$ cat src/rtl/writeback_forward_pipe.sv
// ---------------------------------------------------------------------------
// writeback_forward_pipe
//
// Producer side of operand forwarding. Holds the EX/MEM and MEM/WB pipeline
// registers of the writeback path and presents, for both stages, the
// regWrite/rdAddress pair used by the forwarding detection unit together with
// the matching forward data. MEM/WB also drives the register-file write port
// and a wrapping count of committed register writes.
//
// Ports
//   clk, reset          rising-edge clock, asynchronous active-high reset
//   memStall            data memory not ready: both stages hold
//   flush_Ex            turn the instruction leaving EX into a bubble
//   valid_Ex, regWrite_Ex, memToReg_Ex, memRead_Ex, rdAddress_Ex,
//   aluResult_Ex        EX-stage instruction fields
//   memReadData         data memory read data for the EX/MEM instruction
//   regWrite_ExMem, memRead_ExMem, rdAddress_ExMem, forwardData_ExMem
//                       EX/MEM view (controls qualified with valid)
//   regWrite_MemWb, rdAddress_MemWb, writeData_MemWb
//                       MEM/WB view (controls qualified with valid)
//   rfWriteEnable, rfWriteAddress, rfWriteData
//                       register-file write port
//   retireCount         committed register writes, wraps
// ---------------------------------------------------------------------------
module writeback_forward_pipe #(
  parameter int DATA_WIDTH  = 32,
  parameter int COUNT_WIDTH = 16
) (
  input  logic                   clk,
  input  logic                   reset,
  input  logic                   memStall,
  input  logic                   flush_Ex,
  input  logic                   valid_Ex,
  input  logic                   regWrite_Ex,
  input  logic                   memToReg_Ex,
  input  logic                   memRead_Ex,
  input  logic [4:0]             rdAddress_Ex,
  input  logic [DATA_WIDTH-1:0]  aluResult_Ex,
  input  logic [DATA_WIDTH-1:0]  memReadData,
  output logic                   regWrite_ExMem,
  output logic                   memRead_ExMem,
  output logic [4:0]             rdAddress_ExMem,
  output logic [DATA_WIDTH-1:0]  forwardData_ExMem,
  output logic                   regWrite_MemWb,
  output logic [4:0]             rdAddress_MemWb,
  output logic [DATA_WIDTH-1:0]  writeData_MemWb,
  output logic                   rfWriteEnable,
  output logic [4:0]             rfWriteAddress,
  output logic [DATA_WIDTH-1:0]  rfWriteData,
  output logic [COUNT_WIDTH-1:0] retireCount
);

  // EX/MEM stage
  logic                   ex_mem_valid_reg;
  logic                   ex_mem_reg_write_reg;
  logic                   ex_mem_mem_to_reg_reg;
  logic                   ex_mem_mem_read_reg;
  logic [4:0]             ex_mem_rd_reg;
  logic [DATA_WIDTH-1:0]  ex_mem_data_reg;

  // MEM/WB stage
  logic                   mem_wb_valid_reg;
  logic                   mem_wb_reg_write_reg;
  logic [4:0]             mem_wb_rd_reg;
  logic [DATA_WIDTH-1:0]  mem_wb_data_reg;

  logic [COUNT_WIDTH-1:0] retire_count_reg;
  logic                   rf_write_enable;

  always_ff @(posedge clk or posedge reset) begin
    if (reset) begin
      ex_mem_valid_reg      <= 1'b0;
      ex_mem_reg_write_reg  <= 1'b0;
      ex_mem_mem_to_reg_reg <= 1'b0;
      ex_mem_mem_read_reg   <= 1'b0;
      ex_mem_rd_reg         <= '0;
      ex_mem_data_reg       <= '0;
      mem_wb_valid_reg      <= 1'b0;
      mem_wb_reg_write_reg  <= 1'b0;
      mem_wb_rd_reg         <= '0;
      mem_wb_data_reg       <= '0;
    end else if (!memStall) begin
      // A stall freezes both stages, so a flush raised during a stall only
      // takes effect on the first non-stalled edge.
      if (flush_Ex) begin
        ex_mem_valid_reg      <= 1'b0;
        ex_mem_reg_write_reg  <= 1'b0;
        ex_mem_mem_to_reg_reg <= 1'b0;
        ex_mem_mem_read_reg   <= 1'b0;
        ex_mem_rd_reg         <= '0;
        ex_mem_data_reg       <= '0;
      end else begin
        ex_mem_valid_reg      <= valid_Ex;
        ex_mem_reg_write_reg  <= regWrite_Ex;
        ex_mem_mem_to_reg_reg <= memToReg_Ex;
        ex_mem_mem_read_reg   <= memRead_Ex;
        ex_mem_rd_reg         <= rdAddress_Ex;
        ex_mem_data_reg       <= aluResult_Ex;
      end
      mem_wb_valid_reg     <= ex_mem_valid_reg;
      mem_wb_reg_write_reg <= ex_mem_reg_write_reg;
      mem_wb_rd_reg        <= ex_mem_rd_reg;
      // Loads take the memory data; everything else the ALU result.
      mem_wb_data_reg      <= ex_mem_mem_to_reg_reg ? memReadData : ex_mem_data_reg;
    end
  end

  // Suppressing the write while stalled means an instruction parked in
  // MEM/WB commits exactly once: on the edge that finally moves it on.
  assign rf_write_enable = mem_wb_valid_reg & mem_wb_reg_write_reg &
                           (mem_wb_rd_reg != 5'd0) & ~memStall;

  always_ff @(posedge clk or posedge reset) begin
    if (reset) begin
      retire_count_reg <= '0;
    end else if (rf_write_enable) begin
      retire_count_reg <= retire_count_reg + 1'b1;
    end
  end

  assign regWrite_ExMem    = ex_mem_valid_reg & ex_mem_reg_write_reg;
  assign memRead_ExMem     = ex_mem_valid_reg & ex_mem_mem_read_reg;
  assign rdAddress_ExMem   = ex_mem_rd_reg;
  assign forwardData_ExMem = ex_mem_data_reg;

  assign regWrite_MemWb    = mem_wb_valid_reg & mem_wb_reg_write_reg;
  assign rdAddress_MemWb   = mem_wb_rd_reg;
  assign writeData_MemWb   = mem_wb_data_reg;

  assign rfWriteEnable     = rf_write_enable;
  assign rfWriteAddress    = mem_wb_rd_reg;
  assign rfWriteData       = mem_wb_data_reg;
  assign retireCount       = retire_count_reg;

endmodule

$ cat config.mk
export PLATFORM = sky130hd
export DESIGN_NAME = writeback_forward_pipe
export DESIGN_NICKNAME = d
export VERILOG_FILES = /design/src/rtl/writeback_forward_pipe.sv
export SDC_FILE = /design/constraint.sdc
export NUM_CORES = 1
export LEC_CHECK = 0
export BUFFER_PORTS_ARGS = -buffer_cell sky130_fd_sc_hd__buf_2
export CELL_PAD_IN_SITES_DETAIL_PLACEMENT = 0
export CELL_PAD_IN_SITES_GLOBAL_PLACEMENT = 2
export CORE_ASPECT_RATIO = 0.7
export CORE_MARGIN = 4
export CORE_UTILIZATION = 29
export CTS_BUF_LIST = sky130_fd_sc_hd__clkbuf_4 sky130_fd_sc_hd__clkbuf_8 sky130_fd_sc_hd__clkbuf_16
export DETAILED_ROUTE_END_ITERATION = 10
export PLACE_DENSITY = 0.94
export RECOVER_POWER = 50
export SETUP_SLACK_MARGIN = 0.3
export SYNTH_ARGS = -nofsm -noshare
export SYNTH_HDL_FRONTEND = slang
export SYNTH_SLANG_ARGS = --single-unit
$ cat constraint.sdc
create_clock -name clk -period 7.5 [get_ports clk]
set_input_delay 1.5 -clock clk [delete_from_list [all_inputs] [get_ports clk]]
set_output_delay 1.5 -clock clk [all_outputs]
set_load 0.01 [all_outputs]
==> results.toml <==
[job]
max_cap_viol_count = 1

[critical_path]
critPathKind = "input port to output port"
arrival_ns = 3.18
crit_chain = "clkbuf_1, and3b_1, o21ai_0, inv_1, buf_2"
worstPathMaxFanout = 19
endpoint_kind = "output port"
critPathLaunchType = "input port"
slowest_stage = "clkbuf_1"
slowest_delay_ns = 0.68
cp.required_ns = 6.00

[sta]
tns_ns = 0
rsz0062_at_grt = "false"
relSlewSlack_pct = -33.6
slew_viol_final = 47
setup_viol = 0
fmax_ghz = 0.214
hold_viol = 0
fin_crit_ns = 4.68
clock-skew-final_ns = 0.00616
period_share_pct = 62.3
setup_slack_ns = 2.82
worstMarginPinSlew_ns = 1.99

[clock_tree]
clkTransAtPathRegs_ns = 0.06
cts_max_level = 3
postCtsHoldBufs = 0
cts_tree = "done"
cts_made_buffers = 9
cts-resized-gates = 0
cts.path.max_buffers = 2
root_buffer = "clkbuf_16"
worstSkewPairLatency_ns = 0.33
cts_setup_buffers = 0
cts_sinks = 96

[die]
die-area_sq_um = 16500
die_w_microns = 152
io_pins = 208
die_h_microns = 109
core-area_sq_um = 14100
start_util_pct = 29.9
num_rows = 36

[yosys]
netlist_top_cells_area = "dfrtp_1 57%, a22o_1 8.3%, mux2i_1 7.6%, buf_4 6.6%, o21ai_0 3.9%"
synth_seq_cells = 96
yosysTopAreaCell = "dfrtp_1"
synth_cells = 356
ys_warn_count = 0
synth_nets = 434
synth.distinct_cells = 30
syn_area_sq_um = 4210
netlist.area_leader.share_pct = 57.1
avgSynthCellArea_sq_um = 11.8
yosysSeqAreaShare_pct = 57.1

[placement]
dp_hpwl_mm = 8.05
place_ws_ns = 3.61
routabilityCongestion = 0.800
dpl-instance-area_sq_um = 5140
numPortBuffers = 207

[grt]
track_usage_pct = 12.8
grt_start_max_net_pins = 98
antenna_found_initial = 0
grt_pass1_vias = 3151
grt_overflow = 0
grt_pass1_wl_mm = 17.1

[detailed_routing]
drtAntennaViolNets = 0
viasPerCell = 4.55
drt-total-wl_mm = 10.9
drc = 0
num_vias = 3245
detail_route.wl_per_cell_microns = 15.3
drt_first_pass_iters = 5
dr.first_iter.drc_count = 122

[finish]
final_area_sq_um = 5270
nets = 596
area_delta_synth_final_pct = 25.3
nFillCells = 1447
regArea_sq_um = 2400
layout-drive-gt1-share_pct = 27.0
multi_input_area_sq_um = 1400
n_antenna_cell = 0

[run_status]
violations = "max-capacitance violations, max-slew violations"
outcome = "finished, violations left"

[power]
p_comb_share_pct = 16.6
power_switching_uw = 359
ir_drop_uv = 109
seq_power_share_pct = 49.3
clkPwrFrac_pct = 34.1
leakagePower_nw = 2.53
power.density_nw_per_um2 = 239
netSwitchingFraction_pct = 28.6
p_int_uw = 899

[hold_path]
hold_path.class = "flip-flop to flip-flop"
-- final cells by class --
class                           count  share of cell area [%]
Multi-Input combinational cell    199                    26.6
Tap cell                          190                    4.51
Clock inverter                      4                   0.570
Inverter                            3                   0.237
Timing Repair Buffer              209                    17.7
Sequential cell                    96                    45.6
Clock buffer                       12                    4.82
-- Yosys cell counts --
cell	number
dfrtp_1	96
nand2_1	42
a22o_1	40
buf_4	37
o21ai_0	33
mux2i_1	32
clkbuf_1	17
xnor2_1	8
mux2_2	7
xor2_1	7
and2_1	4
nand4_1	4
nor3_1	4
buf_2	3
nand3_1	3
nor2_1	3
inv_1	2
nor4_1	2
and3_1	1
and3b_2	1
and4_1	1
buf_6	1
ha_1	1
inv_2	1
nand2b_1	1
o2111ai_4	1
o211ai_1	1
o21ai_4	1
or3_1	1
or4_4	1
-- metal layers --
metal  global-route usage, %  routed length [microns]  up-vias
li1                        -                        -     1538
met1                    17.1                     4980     1557
met2                    19.8                     5000      138
met3                    4.76                      796       12
met4                    3.46                      159        0
met5                       0                        0        -
-- worst max-delay path: cells and delay by family --
kind / cells / cell delay, ns
buffers and inverters: 3 / 1.13
AND/OR/NAND/NOR: 1 / 0.30
AO/OA/AOI/OAI: 1 / 0.23
-- path summary, 6_finish.rpt --
kind	from	end	slack (ns)	depth (start not counted)
min reg2reg	retireCount[15]	retireCount[15]	0.48	1
min in group asynchronous	reset	rfWriteData[3]	1.67	2
max	memStall	rfWriteEnable	2.82	5
max reg2reg	rdAddress_MemWb[1]	retireCount[4]	5.39	5
max in group asynchronous	reset	ex_mem_mem_to_reg_reg	4.36	3
min	retireCount[15]	retireCount[15]	0.48	1
-- power by group through the flow --
stage / logic (mW) / clock network (mW) / registers (mW)
floorplan: 0.135 / 0 / 0.635
global placement: 0.229 / 0 / 0.626
detailed placement: 0.230 / 0 / 0.629
CTS: 0.230 / 0.448 / 0.620
global route: 0.232 / 0.465 / 0.630
finish: 0.209 / 0.429 / 0.620
-- placed cells by master (no fill, tap or decap), drive strengths merged, types with 2 or more instances in the layout --
master    netlist  layout
clkinvlp        0       5
clkbuf         17     107
nor3            4       4
nor4            2       2
nand2          42      42
xor2            7       7
mux2            7       7
buf            41     114
o21ai          34      34
xnor2           8       8
nand4           4       4
a22o           40      40
dfrtp          96      96
nand3           3       3
and2            4       4
nor2            3       3
mux2i          32      32
inv             3       2
-- metrics by stage --
stage          instances  hold slack, ns  utilization, %  power [mW]
2_1_floorplan        356           0.472               -       0.770
3_3_place_gp         697           0.458            36.6       0.855
3_5_place_dp         697           0.463            36.6       0.858
4_1_cts              713           0.474            38.6        1.30
5_1_grt              713           0.517            37.5        1.33
6_report             713           0.480            37.5        1.26
-- cells by family (layout without fill, tap and decap cells) --
group	count (synthesis)	in the layout	synth area share, %
adder cells (fa/ha/maj)	1	1	0.297
AND/OR/NAND/NOR	68	68	7.50
AO/OA/AOI/OAI	76	76	13.4
multiplexers	39	39	9.49
XOR/XNOR	15	15	3.12
buffers and inverters	61	228	9.02
flip-flops	96	96	57.1
Note: power is estimated with default switching activity, not from simulation.
